--- src/rtl/tis_row.sv ---
// rtl/tis_row.sv - row of four TIS-100-style nodes with blocking LEFT/RIGHT mailboxes
// Optional 7-segment decode of acc[0]/acc[1] on hex when TIS_ROW_HEX_EN is defined.
module tis_row #(
    parameter int NODES = 4,
    parameter int SLOTS = 15
) (
    input  logic               clk,
    input  logic               rst,
    input  logic [3:0]         p_length     [NODES],
    input  logic [15:0]        prog         [NODES*SLOTS],
    input  logic signed [10:0] up_data      [NODES],
    input  logic signed [10:0] down_data    [NODES],
    input  logic [NODES-1:0]   wready_up,
    input  logic [NODES-1:0]   wready_down,
    output logic [NODES-1:0]   up_rack,
    output logic [NODES-1:0]   down_rack,
    output logic signed [10:0] up_out       [NODES],
    output logic signed [10:0] down_out     [NODES],
    output logic [NODES-1:0]   up_out_stb,
    output logic [NODES-1:0]   down_out_stb,
    output logic signed [10:0] acc          [NODES],
    output logic [3:0]         pc           [NODES]
`ifdef TIS_ROW_HEX_EN
    ,
    output logic [6:0]         hex          [4]
`endif
);

    localparam logic [3:0] OP_NOP = 4'd0, OP_MOV = 4'd1, OP_MOVI = 4'd2, OP_SWP = 4'd3;
    localparam logic [3:0] OP_SAV = 4'd4, OP_ADD = 4'd5, OP_ADDI = 4'd6, OP_SUB = 4'd7;
    localparam logic [3:0] OP_SUBI = 4'd8, OP_NEG = 4'd9, OP_JMP = 4'd10, OP_JEZ = 4'd11;
    localparam logic [3:0] OP_JNZ = 4'd12, OP_JGZ = 4'd13, OP_JLZ = 4'd14, OP_JRO = 4'd15;
    localparam logic [2:0] S_ACC = 3'd1, S_LEFT = 3'd2, S_RIGHT = 3'd3, S_UP = 3'd4, S_DOWN = 3'd5;

    // Mailboxes are indexed by boundary b (between node b-1 and node b); b=0 and b=NODES are row edges.
    logic               mr_v [NODES+1];
    logic signed [10:0] mr_d [NODES+1];
    logic               ml_v [NODES+1];
    logic signed [10:0] ml_d [NODES+1];
    logic               fill_mr [NODES+1], fill_ml [NODES+1];
    logic signed [10:0] mr_fd [NODES+1], ml_fd [NODES+1];
    logic               take_mr [NODES+1], take_ml [NODES+1];

    logic signed [10:0] bak [NODES], hval [NODES];
    logic               hv [NODES], pend [NODES];
    logic [15:0]        inst [NODES];
    logic               src_port [NODES], rd_ok [NODES], cons [NODES];
    logic signed [10:0] rd_val [NODES];
    logic [NODES-1:0]   up_take, down_take;

    logic signed [10:0] acc_n [NODES], bak_n [NODES], hval_n [NODES];
    logic signed [10:0] up_n [NODES], dn_n [NODES];
    logic [3:0]         pc_n [NODES];
    logic               hv_n [NODES], pend_n [NODES];
    logic [NODES-1:0]   ustb_n, dstb_n;

    function automatic logic signed [10:0] sat(input logic signed [12:0] x);
        if (x > 13'sd999)       return 11'sd999;
        else if (x < -13'sd999) return -11'sd999;
        else                    return x[10:0];
    endfunction

    function automatic logic is_port(input logic [2:0] s);
        return (s >= S_LEFT) && (s <= S_DOWN);
    endfunction

    always_comb begin
        for (int i = 0; i < NODES; i++) begin
            inst[i] = prog[6'(i*SLOTS) + 6'(pc[i])];
        end
    end

    // Read side depends only on registered state, so writers can use it to see consumption.
    always_comb begin
        for (int b = 0; b <= NODES; b++) begin
            take_mr[b] = 1'b0;
            take_ml[b] = 1'b0;
        end
        up_take   = '0;
        down_take = '0;
        for (int i = 0; i < NODES; i++) begin
            rd_ok[i]  = 1'b0;
            rd_val[i] = '0;
            case (inst[i][11:9])
                S_LEFT:  begin rd_ok[i] = mr_v[i];       rd_val[i] = mr_d[i];       end
                S_RIGHT: begin rd_ok[i] = ml_v[i+1];     rd_val[i] = ml_d[i+1];     end
                S_UP:    begin rd_ok[i] = wready_up[i];   rd_val[i] = up_data[i];   end
                S_DOWN:  begin rd_ok[i] = wready_down[i]; rd_val[i] = down_data[i]; end
                default: ;
            endcase
            src_port[i] = (inst[i][15:12] == OP_MOV || inst[i][15:12] == OP_ADD ||
                           inst[i][15:12] == OP_SUB || inst[i][15:12] == OP_JRO) &&
                          is_port(inst[i][11:9]);
            cons[i] = src_port[i] && !hv[i] && (p_length[i] != 4'd0) && rd_ok[i];
            if (cons[i]) begin
                case (inst[i][11:9])
                    S_LEFT:  take_mr[i]   = 1'b1;
                    S_RIGHT: take_ml[i+1] = 1'b1;
                    S_UP:    up_take[i]   = 1'b1;
                    default: down_take[i] = 1'b1;
                endcase
            end
        end
    end

    assign up_rack   = up_take & {NODES{~rst}};
    assign down_rack = down_take & {NODES{~rst}};

    logic [3:0]         op, nxt, tgt, jt, lim4;
    logic [2:0]         dsel;
    logic signed [10:0] val;
    logic signed [12:0] a13, v13, i13, t13, l13;
    logic               have, adv, jmp;

    always_comb begin
        for (int b = 0; b <= NODES; b++) begin
            fill_mr[b] = 1'b0;
            fill_ml[b] = 1'b0;
            mr_fd[b]   = '0;
            ml_fd[b]   = '0;
        end
        ustb_n = '0;
        dstb_n = '0;
        op = '0; nxt = '0; tgt = '0; jt = '0; lim4 = '0; dsel = '0; val = '0;
        a13 = '0; v13 = '0; i13 = '0; t13 = '0; l13 = '0; have = 1'b0; adv = 1'b0; jmp = 1'b0;
        for (int i = 0; i < NODES; i++) begin
            acc_n[i]  = acc[i];
            bak_n[i]  = bak[i];
            pc_n[i]   = pc[i];
            hv_n[i]   = hv[i];
            hval_n[i] = hval[i];
            pend_n[i] = pend[i];
            up_n[i]   = up_out[i];
            dn_n[i]   = down_out[i];
            op   = inst[i][15:12];
            dsel = (op == OP_MOVI) ? inst[i][11:9] : inst[i][8:6];
            lim4 = p_length[i] - 4'd1;
            nxt  = (pc[i] >= lim4) ? 4'd0 : pc[i] + 4'd1;
            tgt  = inst[i][3:0];
            jt   = (tgt >= p_length[i]) ? 4'd0 : tgt;
            if (op == OP_MOVI)             val = {{2{inst[i][8]}}, inst[i][8:0]};
            else if (src_port[i])          val = hv[i] ? hval[i] : rd_val[i];
            else if (inst[i][11:9] == S_ACC) val = acc[i];
            else                           val = '0;
            have = !src_port[i] || hv[i] || cons[i];
            a13  = {{2{acc[i][10]}}, acc[i]};
            v13  = {{2{val[10]}}, val};
            i13  = {{2{inst[i][10]}}, inst[i][10:0]};
            t13  = $signed({9'd0, pc[i]}) + v13;
            l13  = $signed({9'd0, lim4});
            adv  = 1'b0;
            jmp  = 1'b0;
            if (p_length[i] == 4'd0) begin
                pc_n[i]   = 4'd0;
                hv_n[i]   = 1'b0;
                pend_n[i] = 1'b0;
            end else if (op == OP_MOV && cons[i] && is_port(dsel)) begin
                // port-to-port move: park the value, write phase runs next cycle
                hv_n[i]   = 1'b1;
                hval_n[i] = rd_val[i];
            end else if (have) begin
                case (op)
                    OP_MOV, OP_MOVI: begin
                        case (dsel)
                            S_ACC:  begin acc_n[i] = val; adv = 1'b1; end
                            S_UP:   begin up_n[i] = val; ustb_n[i] = 1'b1; adv = 1'b1; end
                            S_DOWN: begin dn_n[i] = val; dstb_n[i] = 1'b1; adv = 1'b1; end
                            S_LEFT: begin
                                if (i != 0) begin
                                    if (!pend[i]) begin
                                        fill_ml[i] = 1'b1;
                                        ml_fd[i]   = val;
                                        pend_n[i]  = 1'b1;
                                    end else if (take_ml[i]) begin
                                        pend_n[i] = 1'b0;
                                        adv       = 1'b1;
                                    end
                                end
                            end
                            S_RIGHT: begin
                                if (i != NODES-1) begin
                                    if (!pend[i]) begin
                                        fill_mr[i+1] = 1'b1;
                                        mr_fd[i+1]   = val;
                                        pend_n[i]    = 1'b1;
                                    end else if (take_mr[i+1]) begin
                                        pend_n[i] = 1'b0;
                                        adv       = 1'b1;
                                    end
                                end
                            end
                            default: adv = 1'b1;
                        endcase
                    end
                    OP_SWP:  begin acc_n[i] = bak[i]; bak_n[i] = acc[i]; adv = 1'b1; end
                    OP_SAV:  begin bak_n[i] = acc[i]; adv = 1'b1; end
                    OP_ADD:  begin acc_n[i] = sat(a13 + v13); adv = 1'b1; end
                    OP_SUB:  begin acc_n[i] = sat(a13 - v13); adv = 1'b1; end
                    OP_ADDI: begin acc_n[i] = sat(a13 + i13); adv = 1'b1; end
                    OP_SUBI: begin acc_n[i] = sat(a13 - i13); adv = 1'b1; end
                    OP_NEG:  begin acc_n[i] = sat(13'sd0 - a13); adv = 1'b1; end
                    OP_JMP:  begin jmp = 1'b1; adv = 1'b1; end
                    OP_JEZ:  begin jmp = (acc[i] == 11'sd0); adv = 1'b1; end
                    OP_JNZ:  begin jmp = (acc[i] != 11'sd0); adv = 1'b1; end
                    OP_JGZ:  begin jmp = (acc[i] > 11'sd0); adv = 1'b1; end
                    OP_JLZ:  begin jmp = (acc[i] < 11'sd0); adv = 1'b1; end
                    default: adv = 1'b1;
                endcase
                if (adv) begin
                    hv_n[i] = 1'b0;
                    if (op == OP_JRO)
                        pc_n[i] = (t13 < 13'sd0) ? 4'd0 : (t13 > l13) ? lim4 : t13[3:0];
                    else
                        pc_n[i] = jmp ? jt : nxt;
                end
            end
        end
    end

    always_ff @(posedge clk) begin
        if (rst) begin
            for (int i = 0; i < NODES; i++) begin
                acc[i]      <= '0;
                bak[i]      <= '0;
                pc[i]       <= '0;
                hv[i]       <= 1'b0;
                hval[i]     <= '0;
                pend[i]     <= 1'b0;
                up_out[i]   <= '0;
                down_out[i] <= '0;
            end
            for (int b = 0; b <= NODES; b++) begin
                mr_v[b] <= 1'b0;
                mr_d[b] <= '0;
                ml_v[b] <= 1'b0;
                ml_d[b] <= '0;
            end
            up_out_stb   <= '0;
            down_out_stb <= '0;
        end else begin
            acc          <= acc_n;
            bak          <= bak_n;
            pc           <= pc_n;
            hv           <= hv_n;
            hval         <= hval_n;
            pend         <= pend_n;
            up_out       <= up_n;
            down_out     <= dn_n;
            up_out_stb   <= ustb_n;
            down_out_stb <= dstb_n;
            for (int b = 0; b <= NODES; b++) begin
                if (fill_mr[b]) begin
                    mr_v[b] <= 1'b1;
                    mr_d[b] <= mr_fd[b];
                end else if (take_mr[b]) begin
                    mr_v[b] <= 1'b0;
                end
                if (fill_ml[b]) begin
                    ml_v[b] <= 1'b1;
                    ml_d[b] <= ml_fd[b];
                end else if (take_ml[b]) begin
                    ml_v[b] <= 1'b0;
                end
            end
        end
    end

`ifdef TIS_ROW_HEX_EN
    function automatic logic [6:0] seg(input logic [3:0] n);
        case (n)
            4'h0: return 7'h40;  4'h1: return 7'h79;  4'h2: return 7'h24;  4'h3: return 7'h30;
            4'h4: return 7'h19;  4'h5: return 7'h12;  4'h6: return 7'h02;  4'h7: return 7'h78;
            4'h8: return 7'h00;  4'h9: return 7'h10;  4'hA: return 7'h08;  4'hB: return 7'h03;
            4'hC: return 7'h46;  4'hD: return 7'h21;  4'hE: return 7'h06;  default: return 7'h0E;
        endcase
    endfunction

    assign hex[3] = seg(acc[1][7:4]);
    assign hex[2] = seg(acc[1][3:0]);
    assign hex[1] = seg(acc[0][7:4]);
    assign hex[0] = seg(acc[0][3:0]);
`endif

endmodule

--- config.mk ---
export PLATFORM = sky130hd
export DESIGN_NAME = tis_row
export DESIGN_NICKNAME = d
export VERILOG_FILES = /design/src/rtl/tis_row.sv
export SDC_FILE = /design/constraint.sdc
export NUM_CORES = 2
export LEC_CHECK = 0
export BUFFER_PORTS_ARGS = -buffer_cell sky130_fd_sc_hd__buf_2
export CORE_AREA = 8 8 477 479
export DETAILED_ROUTE_END_ITERATION = 16
export DIE_AREA = 0 0 485 487
export MAX_ROUTING_LAYER = met4
export PLACE_DENSITY = 0.4
export SLEW_MARGIN = 10
export SYNTH_ARGS = -nofsm -noshare
export SYNTH_HDL_FRONTEND = slang
export SYNTH_SLANG_ARGS = --single-unit
--- constraint.sdc ---
create_clock -name clk -period 8.7 [get_ports clk]
set_input_delay 1.74 -clock clk [delete_from_list [all_inputs] [get_ports clk]]
set_output_delay 1.74 -clock clk [all_outputs]
set_load 0.01 [all_outputs]
; After elaboration in Yosys (flattened, before gate mapping)
; Memory sizes are Yosys's and may differ from the RTL's.
; Index checks and enable logic that the tools add are counted.
[totals]
reg_bits = 252
out_inout_bits = 164
input_bits = 1074
mem_bits_rw = 120
elab_cells = 810
mem_count = 4
[mem_list]
columns = name, depth, width, read_ports, rd_clocked_by_memory_dff, wr, line
row1 = ml_d, 5, 11, 4, 0, 5, 39  ; logic signed [10:0] ml_d [NODES+1];
row2 = mr_d, 5, 11, 4, 0, 5, 37  ; logic signed [10:0] mr_d [NODES+1];
row3 = ml_v, 5, 1, 4, 0, 5, 38  ; logic ml_v [NODES+1];
row4 = mr_v, 5, 1, 4, 0, 5, 36  ; logic mr_v [NODES+1];
[classes]
muxes = 358
n_addsub = 35
n_lt_le_gt_ge = 84
bitwise_logic = 43
n_eq_ne = 104
n_reduce_logical = 142
[ops]
columns = op, count
row1 = $mux W11, 100
row2 = $bmux W16 S6, 4
row3 = $pmux W11 S7, 4
row4 = $gt A12 B11 Y1 const B, 20
row5 = $lt A12 B11 Y1 const B, 20
row6 = $mux W1, 196
row7 = $pmux W11 S4, 4
row8 = $eq A4 B4 Y1 const B, 32
row9 = $mux W16, 8
row10 = $add A11 B11 Y12, 8
row11 = $mux W4, 24
row12 = $sub A11 B11 Y12, 8
row13 = $eq A4 B3 Y1 const B, 16
row14 = $reduce_and A5 Y1, 12
row15 = $add A5 B11 Y12, 4
row16 = $eq A3 B2 Y1 const B, 16
row17 = $eq A3 B3 Y1 const B, 16
row18 = $gt A12 B5 Y1, 4
row19 = $lt A12 B1 Y1 const B, 4
row20 = $sub A1 B11 Y12 const A, 4
row21 = $gt A11 B1 Y1 const B, 4
row22 = $logic_not A11 Y1, 4
row23 = $lt A11 B1 Y1 const B, 4
row24 = $reduce_bool A11 Y1, 4
row25 = other kinds (36), 246

; Longest topological paths before layout
[logic_depth]
ltp_word = 24
ltp_mapped = 38
ltp_nobuf = 30

; Least setup slack after synthesis
; OpenSTA, ideal clock, no wires.
[synth_timing]
path_kind = register to register
start = register pc[5] in the netlist's numbering
end = register acc[19] in the netlist's numbering
t_arrival_ps = 8432
setup_ps = 132
slack_ps = 136
n_path_buf = 8
path_stages_with_launch = 32
synth_period_minus_slack_ps = 8564
required_ps = 8568
path_cell_list = dfxtp_1 -> buf_6 -> buf_8 -> buf_8 -> buf_4 -> inv_1 -> ha_1 -> ha_1 -> inv_1 -> buf_4 -> buf_1 -> clkbuf_1 -> clkbuf_1 -> mux4_2 -> mux4_2 -> mux2i_1 -> inv_1 -> fa_1 -> o21ba_2 -> o21bai_1 -> a21oi_1 -> o21bai_1 -> a21oi_1 -> o21bai_1 -> xnor2_1 -> nor4_1 -> o21ai_0 -> and2_1 -> a221o_1 -> or4_1 -> o211ai_1 -> a21oi_1
[synth_via]
elab_chain_cells = 17
elab_cells_between_ends = 72
cone_classes = add/sub: 5 / order compare: 12 / eq/ne: 16 / mux: 20 / bitwise: 2 / reduce/logical: 17
[synth_lines]
columns = item, line
row1 = start: declaration, 22  ; output logic [3:0] pc [NODES]
row2 = start signal: assignment, 243  ; pc <= pc_n;
row3 = $add A5 B4 Y6 *, 69  ; inst[i] = prog[6'(i*SLOTS) + 6'(pc[i])];
row4 = $not A6 Y7 (not written as such) *, 69
row5 = $bmux W16 S6 *, 69
row6 = $mux W16 (not written as such) * (2 in series), 69
row7 = branches (longest 12 deep; another with $sub A11 B11 Y12), --
row8 = end signal: assignment, 241  ; acc <= acc_n;
row9 = end: declaration, 21  ; output logic signed [10:0] acc [NODES],
; Every way passes the cells marked *. The select of a mux whose other input is x is not followed.
; A chain may end at the register's enable or synchronous reset.

; Final worst setup path
[layout_timing]
start = register pc[5] in the netlist's numbering
end = register acc[18] in the netlist's numbering
; The elaborated chain is that of the path after synthesis.

==> results.txt <==
status: finished clean
switch share: 0.5950
Hold WC Path Type: reg -> reg
row count: 173
GPL Wtd Cong: 1.013
Arr. time, crit path: 8.81 ns
number of fillers in the final layout: 24206
P_int: 12.20 mW
PD cells: 508.2 nW/um^2
Post-synth EDFFs: 72
total CTS buffers: 46
dominant cells by area after synthesis: mux4_2, dfxtp_1, ha_1, mux2i_1, edfxtp_1
DRT Pass-1 Iters: 6
Crit Path Max Fanout: 30
Post-synth top flop: dfxtp_1
Via density: 5.438
Max Fclk: 120.6 MHz
Synth async-reset ratio: 0
initial antenna violation count: 179
Leak: 24.73 nW
GRT overflow: 0
Synth area leader: mux4_2
TNS Setup: 0 ns
DIE AREA: 236200 sq um
die height: 487 microns
boundary pin count: 1238
Routed WL: 354.4 mm
Worst Tran Pin Value: 1.218 ns
final hold slack: 0.4814 ns
switching power: 17.92 mW
top post-synthesis cells by count: nor2_1, mux4_2, a21oi_1
Power, Total: 30.12 mW
DR vias: 52444
GRT Total Usage: 0.2912
top-count cell post-synth: nor2_1
Avg Inst Size Synth: 8.881 sq um
clk buf depth: 3
core area: 220400 sq um
crit path time final: 8.293 ns
Synth Cell Area: 45830 sq um
critical path endpoint category: register
Die W: 485 microns
peak supply drop: 0.3224 mV
Worst path slowest cell: ha_4
first-pass GRT wire length: 465.4 mm
IO buf count: 1237
H-tree levels: 2
slew margin rel.: 0.1846
Initial Util: 0.2080
DRC Markers: 0
CTS tree: done
Slew Viols, Final: 0
clock-pin slew on the worst setup and hold paths: 0.06 ns
combinational power share: 0.866
Reg power frac: 0.066
vias in the first global route: 51007
Final Hold Fails: 0
clock power share: 0.067
1st-iter DRT viols: 5314
largest net degree at the start of global routing: 76
post-route ant nets: 0
Skew-Pair Late Insertion Delay: 0.67 ns
number of max-cap violations: 0
Final Setup Violations: 0
CP Class: reg -> reg
CTS root buffer: clkbuf_16
Post-Synthesis Cells: 5160
sequential element share of the synthesized area: 0.1573
WP data required: 9.22 ns
#FFs+latches synth: 324
clk sink count: 324
clock skew: 0.05617 ns
Detailed Place HPWL: 303.8 mm
setup repair after global routing missed its margin: no
Yosys cell types: 119
layout cells sized above 1: 0.3525
Post-Synthesis Net Count: 6532
# hold bufs at CTS: 0
WL/cell: 36.75 microns
post-synth top area share: 0.2325
Worst path max stage delay: 0.76 ns
P&R area growth vs syn: 29.34%
final cycle utilization of the critical path: 0.9532
yosys warns: 0
Final nets: 7822
startpoint types: register
-- worst max-delay path: cells and delay by family (launching register included) --
kind                       cells  cell delay, ns
AOI/OAI and AO/OA             16            3.65
and+or+nand+nor                3            0.71
buffers and inverters          5            1.04
DFF                            1            0.36
adders and majority gates      2            1.11
muxes                          5            1.22
-- cell type report --
class                   count  area, sq um  area share
inverters                 285         1072     0.01809
flip-flops and latches    324         7232      0.1220
multi-input cells        4199        36040      0.6080
diodes                    271        678.2     0.01144
clock buffers              64         1320     0.02227
repair buffers           1594         9090      0.1534
clock inverters            20        231.5    0.003905
well taps                2887         3612     0.06094
-- path summary, 6_finish.rpt --
kind / start / slack, ns / to / cells past startpoint
hold / removal: down_out[4]$_SDFFE_PP0P_ / 0.48 / down_out[4]$_SDFFE_PP0P_ / 2
setup / recovery: pc[5]$_SDFFE_PP0P_ / 0.41 / acc[18]$_SDFFE_PP0P_ / 31
setup reg to reg: pc[5]$_SDFFE_PP0P_ / 0.41 / acc[18]$_SDFFE_PP0P_ / 31
hold reg to reg: down_out[4]$_SDFFE_PP0P_ / 0.48 / down_out[4]$_SDFFE_PP0P_ / 2
-- metrics by stage --
| step | setup slack, ns | area (sq um) | cells | utilization |
|---|---|---|---|---|
| 6_report | 0.4074 | 59270 | 9644 | 0.2690 |
| 5_1_grt | 0.02311 | 59140 | 9593 | 0.2684 |
| 4_1_cts | 0.2630 | 58590 | 9373 | 0.2659 |
| 3_5_place_dp | -0.08778 | 57040 | 9289 | 0.2588 |
| 3_3_place_gp | -1.068 | 57030 | 9289 | 0.2588 |
| 2_1_floorplan | 0.1357 | 45830 | 5160 | - |
-- cell families after synthesis --
| kind of cell | share of synthesized area |
|---|---|
| AND/OR/NAND/NOR | 0.1622 |
| buffers and inverters | 0.06138 |
| XOR/XNOR | 0.03476 |
| adder cells (fa/ha/maj) | 0.08486 |
| AO/OA/AOI/OAI | 0.2001 |
| flip-flops | 0.1573 |
| multiplexers | 0.2994 |
-- cell usage in the layout (no fill, tap or decap), drive strengths merged, types with 36 or more instances in the layout --
master / n
o21bai: 76
xor2: 39
xnor2: 142
a21o: 57
nor3: 120
edfxtp: 72
nand3: 116
o211ai: 43
a22oi: 50
ha: 278
nor2b: 57
clkbuf: 64
nand2: 381
diode: 271
a31oi: 50
nand2b: 67
mux2i: 279
o21a: 37
a211oi: 49
dfxtp: 252
mux4: 473
o21ai: 248
nor2: 544
and2: 45
a311oi: 38
and3: 48
a21oi: 396
or3: 36
buf: 1594
inv: 286
o22ai: 43
-- registers in the layout, summed over array words and instances (netlist names) --
name and flops:
hval 44, ml_v 3, mr_d 33, mr_v 3, hv 4, acc 44
ml_d 33, up_out_stb 4, down_out_stb 4, down_out 44, pend 4, bak 44
pc 16, up_out 44
-- power by group through the flow --
stage	combinational, mW	sequential [mW]	clock [mW]
global placement	25.7	2.04	0
global route	27.4	2.02	2.13
detailed placement	25.7	2.03	0
floorplan	14.9	1.89	0
CTS	25.8	2.00	2.10
finish	26.1	2.00	2.03
-- routing by layer --
layer  routed length, microns  track usage
met1                   143000       0.3524
met2                   166800       0.4724
met3                    22410      0.04290
met4                    22180       0.1502
met5                        0            -
-- timing repair --
item	CTS	global route
setup buffers	0	0
resized for setup	0	1
setup endpoints to repair	0	1
Note: power is estimated with default switching activity, not from simulation.
